## src/rtl/forward_source_tracker_if.sv

```systemverilog
// rtl/forward_source_tracker_if.sv - issue request and forwarding source bundle for forward_source_tracker
interface forward_source_tracker_if #(
    parameter int DATA_W = 32,
    parameter int REG_W  = 5
);
    logic              issue_en;
    logic [REG_W-1:0]  issue_reg;
    logic [1:0]        issue_stage;
    logic [DATA_W-1:0] issue_value;

    logic              src1_valid;
    logic [REG_W-1:0]  src1_reg;
    logic [DATA_W-1:0] src1_value;
    logic              src2_valid;
    logic [REG_W-1:0]  src2_reg;
    logic [DATA_W-1:0] src2_value;
    logic              src3_valid;
    logic [REG_W-1:0]  src3_reg;
    logic [DATA_W-1:0] src3_value;
    logic [1:0]        pending_count;

    modport master (
        output issue_en, issue_reg, issue_stage, issue_value,
        input  src1_valid, src1_reg, src1_value,
        input  src2_valid, src2_reg, src2_value,
        input  src3_valid, src3_reg, src3_value,
        input  pending_count
    );

    modport slave (
        input  issue_en, issue_reg, issue_stage, issue_value,
        output src1_valid, src1_reg, src1_value,
        output src2_valid, src2_reg, src2_value,
        output src3_valid, src3_reg, src3_value,
        output pending_count
    );
endinterface

```

## src/rtl/forward_source_tracker.sv

```systemverilog
// rtl/forward_source_tracker.sv - E/M/W in-flight write tracker feeding forwarding sources (optional FWD_STALL_STATS_EN)
module forward_source_tracker #(
    parameter int DATA_W = 32,
    parameter int REG_W  = 5
) (
    input  logic                 clk,
    input  logic                 reset_n,
    forward_source_tracker_if.slave bus,
    input  logic                 stall_in,
    input  logic                 hold_in,
    input  logic                 flush_in,
    input  logic [DATA_W-1:0]    exec_result,
    input  logic [DATA_W-1:0]    mem_result
`ifdef FWD_STALL_STATS_EN
    ,
    output logic [31:0]          stall_cycles
`endif
);

    localparam logic [1:0] STG_DEC  = 2'd0;
    localparam logic [1:0] STG_EXEC = 2'd1;
    localparam logic [1:0] STG_MEM  = 2'd2;

    typedef struct packed {
        logic              occ;
        logic [REG_W-1:0]  dst;
        logic [1:0]        stage;
        logic              ready;
        logic [DATA_W-1:0] value;
    } slot_t;

    slot_t      e_q, m_q, w_q;
    slot_t      e_d, m_d, w_d;
    logic [1:0] pending_q, pending_d;

    always_comb begin
        e_d = e_q;
        m_d = m_q;
        w_d = w_q;
        if (hold_in) begin
            // Multi-cycle exec busy: everything freezes, but a branch kill still empties E.
            if (flush_in) begin
                e_d = '0;
            end
        end else begin
            w_d = m_q;
            if (m_q.occ && m_q.stage == STG_MEM) begin
                w_d.ready = 1'b1;
                w_d.value = mem_result;
            end
            m_d = e_q;
            if (e_q.occ && e_q.stage == STG_EXEC) begin
                m_d.ready = 1'b1;
                m_d.value = exec_result;
            end
            e_d = '0;
            if (bus.issue_en && !stall_in && !flush_in && bus.issue_reg != '0) begin
                e_d.occ   = 1'b1;
                e_d.dst   = bus.issue_reg;
                e_d.stage = bus.issue_stage;
                e_d.ready = (bus.issue_stage == STG_DEC);
                e_d.value = (bus.issue_stage == STG_DEC) ? bus.issue_value : '0;
            end
        end
        pending_d = {1'b0, e_d.occ & ~e_d.ready}
                  + {1'b0, m_d.occ & ~m_d.ready}
                  + {1'b0, w_d.occ & ~w_d.ready};
    end

    always_ff @(posedge clk or negedge reset_n) begin
        if (!reset_n) begin
            e_q       <= '0;
            m_q       <= '0;
            w_q       <= '0;
            pending_q <= '0;
        end else begin
            e_q       <= e_d;
            m_q       <= m_d;
            w_q       <= w_d;
            pending_q <= pending_d;
        end
    end

    // Outputs come straight from slot state so consumers see no input-to-output path.
    assign bus.src1_valid    = e_q.occ & e_q.ready;
    assign bus.src1_reg      = e_q.occ ? e_q.dst : '0;
    assign bus.src1_value    = e_q.occ ? e_q.value : '0;
    assign bus.src2_valid    = m_q.occ & m_q.ready;
    assign bus.src2_reg      = m_q.occ ? m_q.dst : '0;
    assign bus.src2_value    = m_q.occ ? m_q.value : '0;
    assign bus.src3_valid    = w_q.occ & w_q.ready;
    assign bus.src3_reg      = w_q.occ ? w_q.dst : '0;
    assign bus.src3_value    = w_q.occ ? w_q.value : '0;
    assign bus.pending_count = pending_q;

`ifdef FWD_STALL_STATS_EN
    always_ff @(posedge clk or negedge reset_n) begin
        if (!reset_n) begin
            stall_cycles <= '0;
        end else if (stall_in || hold_in) begin
            stall_cycles <= stall_cycles + 32'd1;
        end
    end
`endif

endmodule

```

## src/flat_wrapper.sv

```systemverilog
// flat-port wrapper written by rule: the top's interface ports become plain ports
module forward_source_tracker_flat 
#(
    parameter int DATA_W = 32,
    parameter int REG_W  = 5
)
  (clk, reset_n, stall_in, hold_in, flush_in, exec_result, mem_result, bus_issue_en, bus_issue_reg, bus_issue_stage, bus_issue_value, bus_src1_valid, bus_src1_reg, bus_src1_value, bus_src2_valid, bus_src2_reg, bus_src2_value, bus_src3_valid, bus_src3_reg, bus_src3_value, bus_pending_count);
  forward_source_tracker_if #(.DATA_W(DATA_W), .REG_W(REG_W)) bus_i ();
  input  logic clk;
  input  logic reset_n;
  input  logic stall_in;
  input  logic hold_in;
  input  logic flush_in;
  input  logic [DATA_W-1:0] exec_result;
  input  logic [DATA_W-1:0] mem_result;
  input wire logic [$bits(bus_i.issue_en)-1:0] bus_issue_en;
  input wire logic [$bits(bus_i.issue_reg)-1:0] bus_issue_reg;
  input wire logic [$bits(bus_i.issue_stage)-1:0] bus_issue_stage;
  input wire logic [$bits(bus_i.issue_value)-1:0] bus_issue_value;
  output wire logic [$bits(bus_i.src1_valid)-1:0] bus_src1_valid;
  output wire logic [$bits(bus_i.src1_reg)-1:0] bus_src1_reg;
  output wire logic [$bits(bus_i.src1_value)-1:0] bus_src1_value;
  output wire logic [$bits(bus_i.src2_valid)-1:0] bus_src2_valid;
  output wire logic [$bits(bus_i.src2_reg)-1:0] bus_src2_reg;
  output wire logic [$bits(bus_i.src2_value)-1:0] bus_src2_value;
  output wire logic [$bits(bus_i.src3_valid)-1:0] bus_src3_valid;
  output wire logic [$bits(bus_i.src3_reg)-1:0] bus_src3_reg;
  output wire logic [$bits(bus_i.src3_value)-1:0] bus_src3_value;
  output wire logic [$bits(bus_i.pending_count)-1:0] bus_pending_count;
  assign bus_i.issue_en = bus_issue_en;
  assign bus_i.issue_reg = bus_issue_reg;
  assign bus_i.issue_stage = bus_issue_stage;
  assign bus_i.issue_value = bus_issue_value;
  assign bus_src1_valid = bus_i.src1_valid;
  assign bus_src1_reg = bus_i.src1_reg;
  assign bus_src1_value = bus_i.src1_value;
  assign bus_src2_valid = bus_i.src2_valid;
  assign bus_src2_reg = bus_i.src2_reg;
  assign bus_src2_value = bus_i.src2_value;
  assign bus_src3_valid = bus_i.src3_valid;
  assign bus_src3_reg = bus_i.src3_reg;
  assign bus_src3_value = bus_i.src3_value;
  assign bus_pending_count = bus_i.pending_count;
  forward_source_tracker #(.DATA_W(DATA_W), .REG_W(REG_W)) u_core (.clk(clk), .reset_n(reset_n), .bus(bus_i), .stall_in(stall_in), .hold_in(hold_in), .flush_in(flush_in), .exec_result(exec_result), .mem_result(mem_result));
endmodule
```

## config.mk

```make
export PLATFORM = sky130hd
export DESIGN_NAME = forward_source_tracker_flat
export DESIGN_NICKNAME = d
export VERILOG_FILES = /design/src/rtl/forward_source_tracker_if.sv /design/src/rtl/forward_source_tracker.sv /design/src/flat_wrapper.sv
export SDC_FILE = /design/constraint.sdc
export NUM_CORES = 1
export LEC_CHECK = 0
export BUFFER_PORTS_ARGS = -buffer_cell sky130_fd_sc_hd__clkbuf_2
export CAP_MARGIN = 20
export CORE_MARGIN = 10
export CORE_UTILIZATION = 53
export CTS_CLUSTER_SIZE = 25
export DETAILED_ROUTE_END_ITERATION = 6
export PLACE_DENSITY = 0.85
export SLEW_MARGIN = 20
export SYNTH_ARGS = -nofsm -noshare
export SYNTH_HDL_FRONTEND = slang
export SYNTH_SLANG_ARGS = --single-unit
```

## constraint.sdc

```tcl
create_clock -name clk -period 2.45 [get_ports clk]
set_clock_uncertainty 0.1 [all_clocks]
set_input_delay 0.1225 -clock clk [delete_from_list [all_inputs] [get_ports clk]]
set_output_delay 0.1225 -clock clk [all_outputs]
set_load 0.01 [all_outputs]
```

== Yosys cells after proc, flatten, opt, wreduce, memory -nomap -nowiden ==
Cells that the tools add are included.
Cells by class
  add/subtract/negate cells: 2
  eq/ne operators: 3
  muxes and demuxes: 14
  bitwise operators: 9
  reductions and logical operators: 9
Operators with widths (count)
  $mux 41: 5
  $mux 32: 4
  $mux 33: 2
  $mux 5: 3
  $and 1x1->1: 6
  $logic_and 1x1->1: 5
  $reduce_bool 5->1: 1
  $not 1->1: 3
  $add 1x1->2: 1
  $add 2x1->2: 1
  $eq 2x1->1 const B: 1
  $eq 2x2->1 const B: 1
  $logic_not 1->1: 2
  $logic_not 2->1: 1
  $ne 2x1->1 const B: 1
Storage, ports and cells
  register bits after elaboration: 125
  input port bits: 109
  output and inout port bits: 116
  logic and storage cells: 53

== Depth between registers and ports, before layout ==
  word-level depth: 10
  gate-level depth with buffers: 6
  depth with buffers taken out: 4

== Least setup slack after synthesis ==
OpenSTA, ideal clock, no wires.
  kind: register -> register
  from: register u_core.m_q[40] (netlist name)
  to: register u_core.pending_q[0] (netlist: u_core.bus.pending_count[0])
  library setup time: 0.136 ns
  arrival: 1.429 ns
  required time: 2.214 ns
  path slack: 0.785 ns
  stages on the path, launching flop included: 6
  buffers on the path: 1
  period minus slack after synthesis: 1.665 ns
  path through: dfrtp_1 -> and3b_1 -> clkbuf_1 -> nor3_1 -> o21a_1 -> fa_1
Between the ends
  cells in the longest elaborated chain, start to end: 6
  elaborated cells between the ends (all ways): 9
  those cells by class: add/sub (2); mux (3); bitwise (3); reduce/logical (1)
Ends and longest elaborated chain
  from (decl): RTL line forward_source_tracker.sv:32  | slot_t e_q, m_q, w_q;
  from (signal assigned): RTL line forward_source_tracker.sv:78  | m_q <= m_d;
  $logic_and 1x1->1: RTL line forward_source_tracker.sv:47  | if (m_q.occ && m_q.stage == STG_MEM) begin
  $mux 33: RTL line forward_source_tracker.sv:47
  $mux 41: RTL line forward_source_tracker.sv:40  | if (hold_in) begin
  $not 1->1: RTL line forward_source_tracker.sv:67  | + {1'b0, w_d.occ & ~w_d.ready};
  $and 1x1->1: RTL line forward_source_tracker.sv:67
  $add 2x1->2 *: RTL line forward_source_tracker.sv:67
  via u_core.pending_d[0]: RTL line forward_source_tracker.sv:34  | logic [1:0] pending_q, pending_d;
  to (signal assigned): RTL line forward_source_tracker.sv:80  | pending_q <= pending_d;
  to (decl): RTL line forward_source_tracker.sv:34
Mark *: on every way through the listed nets, which the timed path passes. The rest lies on a longest branch.
A chain may end at the register's enable or synchronous reset.

==> flow_summary.json <==
{
  "outcome": "finished, final reports clean",
  "hold_viol": 0,
  "min_from": "hold_in",
  "setup_viol": 0,
  "start_kind": "input pin",
  "grt_setup_unrepaired": "no",
  "finalCritPeriodShare_pct": 88.3,
  "synth.distinct_cells": 25,
  "die_h_um": 126,
  "num_rows": 38,
  "io_buffers": 224,
  "dr.first_iter.drc_count": 536,
  "period_needed_ns": 2.16,
  "cp_num_buf_inv": 3,
  "reg2reg_to": "u_core.bus.pending_count[0]",
  "drt_wl_total_mm": 21.6,
  "async_reset_ff_share_pct": 100,
  "num_vias": 6071,
  "start_util_pct": 54.7,
  "r2r_slack_ns": 0.64,
  "ant_nets": 0,
  "whs_ns": 0.0986,
  "clkSinkCount": 123,
  "drive_gt1_share_pct": 30.5,
  "synth.cell_area_um2": 5980,
  "r2r_start": "u_core.e_q[40]",
  "cts_root_buffer": "clkbuf_16",
  "crit_type": "in2reg",
  "cts_hold_buf": 106,
  "cts_resized": 0,
  "synthesis.nets": 730,
  "cp_common_cell": "dlygate4sd3_1",
  "wl_per_cell_um": 19.7,
  "rr_worst_depth": 4,
  "ys_ff_latch": 123,
  "synth_top_cell_by_area": "dfrtp_1",
  "synth_flop_cell": "dfrtp_1",
  "grt_max_degree": 71,
  "clk_pin_slew_worst_paths_ns": 0.06,
  "area_delta_synth_final_pct": 49.5,
  "clkPwrFrac_pct": 48.3,
  "slew_headroom_pct": 59.0,
  "critPathMaxFanout": 3,
  "final_nets": 1045,
  "die_w_um": 126,
  "critPathMaxStageDelay_ns": 0.59,
  "cpLargestDelayFamily": "buffers and inverters",
  "hpwlAfterDp_mm": 13.5,
  "yosys_warnings": 0,
  "ys_seq_area_share_pct": 51.5,
  "worstPathCellList": "dlygate4sd3_1 -> clkbuf_2 -> or4_4 -> o21ai_0 -> nand2_1 -> dlygate4sd3_1",
  "maxSlewViolCount": 0,
  "grt_pass1_vias": 6413,
  "power.share.sequential_pct": 40.0,
  "antenna_found_initial": 6,
  "min_path_cells": 3,
  "synth_area_per_cell_um2": 9.64,
  "numCtsBuffers": 17,
  "drv_cap": 0,
  "post-cts-setup-buffers": 0,
  "vias_per_cell": 5.54,
  "die_area_um2": 15900,
  "fmax_mhz": 462,
  "grt_pass1_wl_mm": 33.8,
  "synth_enable_flop_cells": 0,
  "total_leakage_power_uw": 0.00448,
  "synthTopCellsByArea": "dfrtp_1, and2_1, a21oi_1, nor2b_1, a22o_1",
  "hold_class": "in2reg",
  "p_switching_uw": 1310,
  "yosysTopAreaCellShare_pct": 51.5,
  "critical_path.slowest_cell": "dlygate4sd3_1",
  "p_int_uw": 4260,
  "netlist_instances": 620,
  "p_sw_share_pct": 23.6,
  "cts_tree": "built",
  "insertion_delay_ns": 0.41,
  "htree_levels": 4,
  "core-area_um2": 10900,
  "setup_tns_ns": 0,
  "power_density_nw_per_um2": 624,
  "drc_errors": 0,
  "arrival_ns": 2.35,
  "dr.pass1.iters": 7,
  "worstPathRequired_ns": 2.64,
  "combPwrFrac_pct": 11.8,
  "worst-slew-pin-transition_ns": 0.616,
  "grtUsageTotal_pct": 26.3,
  "grt_overflow": 0,
  "io_pins": 225,
  "gp_congestion": 0.868,
  "worstSetupEndpointType": "register",
  "fill_cells": 632,
  "ir_drop_mv": 0.346,
  "min_to": "u_core.m_q[32]",
  "cts_buffer_depth": 2
}
## power by group through the flow
stage	Sequential, uW	Combinational [uW]	Clock (uW)
after floorplan	2230	262	0
after global placement	2250	484	0
after detailed placement	2260	500	0
after CTS	2220	642	2700
after global routing	2240	715	2810
final	2230	656	2690
## Yosys cell counts (all sizes together), types with 2 or more instances
| cell type | n |
|---|---|
| nand2 | 66 |
| dfrtp | 123 |
| and3b | 2 |
| and2 | 114 |
| mux2 | 14 |
| nor2 | 3 |
| a22o | 37 |
| nand3b | 2 |
| nor2b | 68 |
| a21oi | 129 |
| buf | 8 |
| a32o | 2 |
| clkbuf | 42 |
## state kept, by name, indices dropped and copies added (netlist names)
register and cells:
u_core.bus.pending_count 2, u_core.e_q 41, u_core.m_q 41, u_core.w_q 39
## final cells by class
| cell class | count | area (um2) | share of cell area (%) |
|---|---|---|---|
| sequential | 123 | 3080 | 34.4 |
| multi-input combinational | 447 | 2700 | 30.2 |
| timing repair buffer | 346 | 2330 | 26.1 |
| clock buffer | 22 | 474 | 5.31 |
| tap | 140 | 175 | 1.96 |
| clock inverter | 10 | 164 | 1.83 |
| antenna | 7 | 17.5 | 0.196 |
## routing by layer
metal  GRT usage [%]  vias to the layer above  wire [um]
met4            12.4                        0        694
li1                -                     2729          -
met2            45.2                      346      11300
met3            7.05                       63       1710
met1            29.7                     2933       7930
met5               0                        -          0
## placed cells by master, fill, tap and decap left out, drive strengths merged
cell and n:
a21o 1, a21oi 129, a22o 37, a32o 2
and2 114, and3b 2, buf 18, bufinv 4
clkbuf 244, clkinv 2, clkinvlp 4, dfrtp 123
diode 7, dlygate4sd3 106, fa 1, mux2 14
nand2 66, nand3b 2, nor2 3, nor2b 68
nor3 1, nor4b 1, o211a 1, o21a 1
o21ai 1, o22ai 1, or2 1, or4 1
## worst max-delay path by stage
stage                           from  slack (ns)  depth (start not counted)                     endpoint
floorplan             u_core.m_q[40]        0.79                          5  u_core.bus.pending_count[0]
global placement    bus_issue_reg[1]        0.66                          5  u_core.bus.pending_count[0]
detailed placement  bus_issue_reg[1]        0.62                          5  u_core.bus.pending_count[0]
CTS                 bus_issue_reg[0]        0.46                          6               u_core.e_q[40]
global route        bus_issue_reg[1]        0.24                          6               u_core.e_q[40]
finish              bus_issue_reg[1]        0.29                          6               u_core.e_q[40]
## worst register-to-register path, delay by kind of cell, from the launching register on
kind	cells	cell delay (ns)
compound gates	1	0.24
fa+ha+maj	1	0.49
flops	1	0.59
simple gates	2	0.27
## per-stage QoR
| step | setup WS, ns | cell area, um2 | utilization, % | total power (uW) | cells |
|---|---|---|---|---|---|
| final | 0.286 | 8940 | 81.7 | 5580 | 1095 |
| after floorplan | 0.785 | 5980 | - | 2490 | 620 |
| after CTS | 0.463 | 8920 | 81.6 | 5560 | 1088 |
| after detailed placement | 0.616 | 7220 | 66.0 | 2760 | 950 |
| after global placement | 0.656 | 7220 | 66.0 | 2730 | 950 |
| after global routing | 0.240 | 8930 | 81.7 | 5760 | 1094 |
## logic make-up after synthesis
group / Yosys count / synth area share [%]
muxes: 14 / 2.64
AOI/OAI and AO/OA: 173 / 17.3
adders and majority gates: 1 / 0.335
buffers and inverters: 50 / 3.54
DFF: 123 / 51.5
and+or+nand+nor: 259 / 24.7
(Power assumes the default switching activity.)
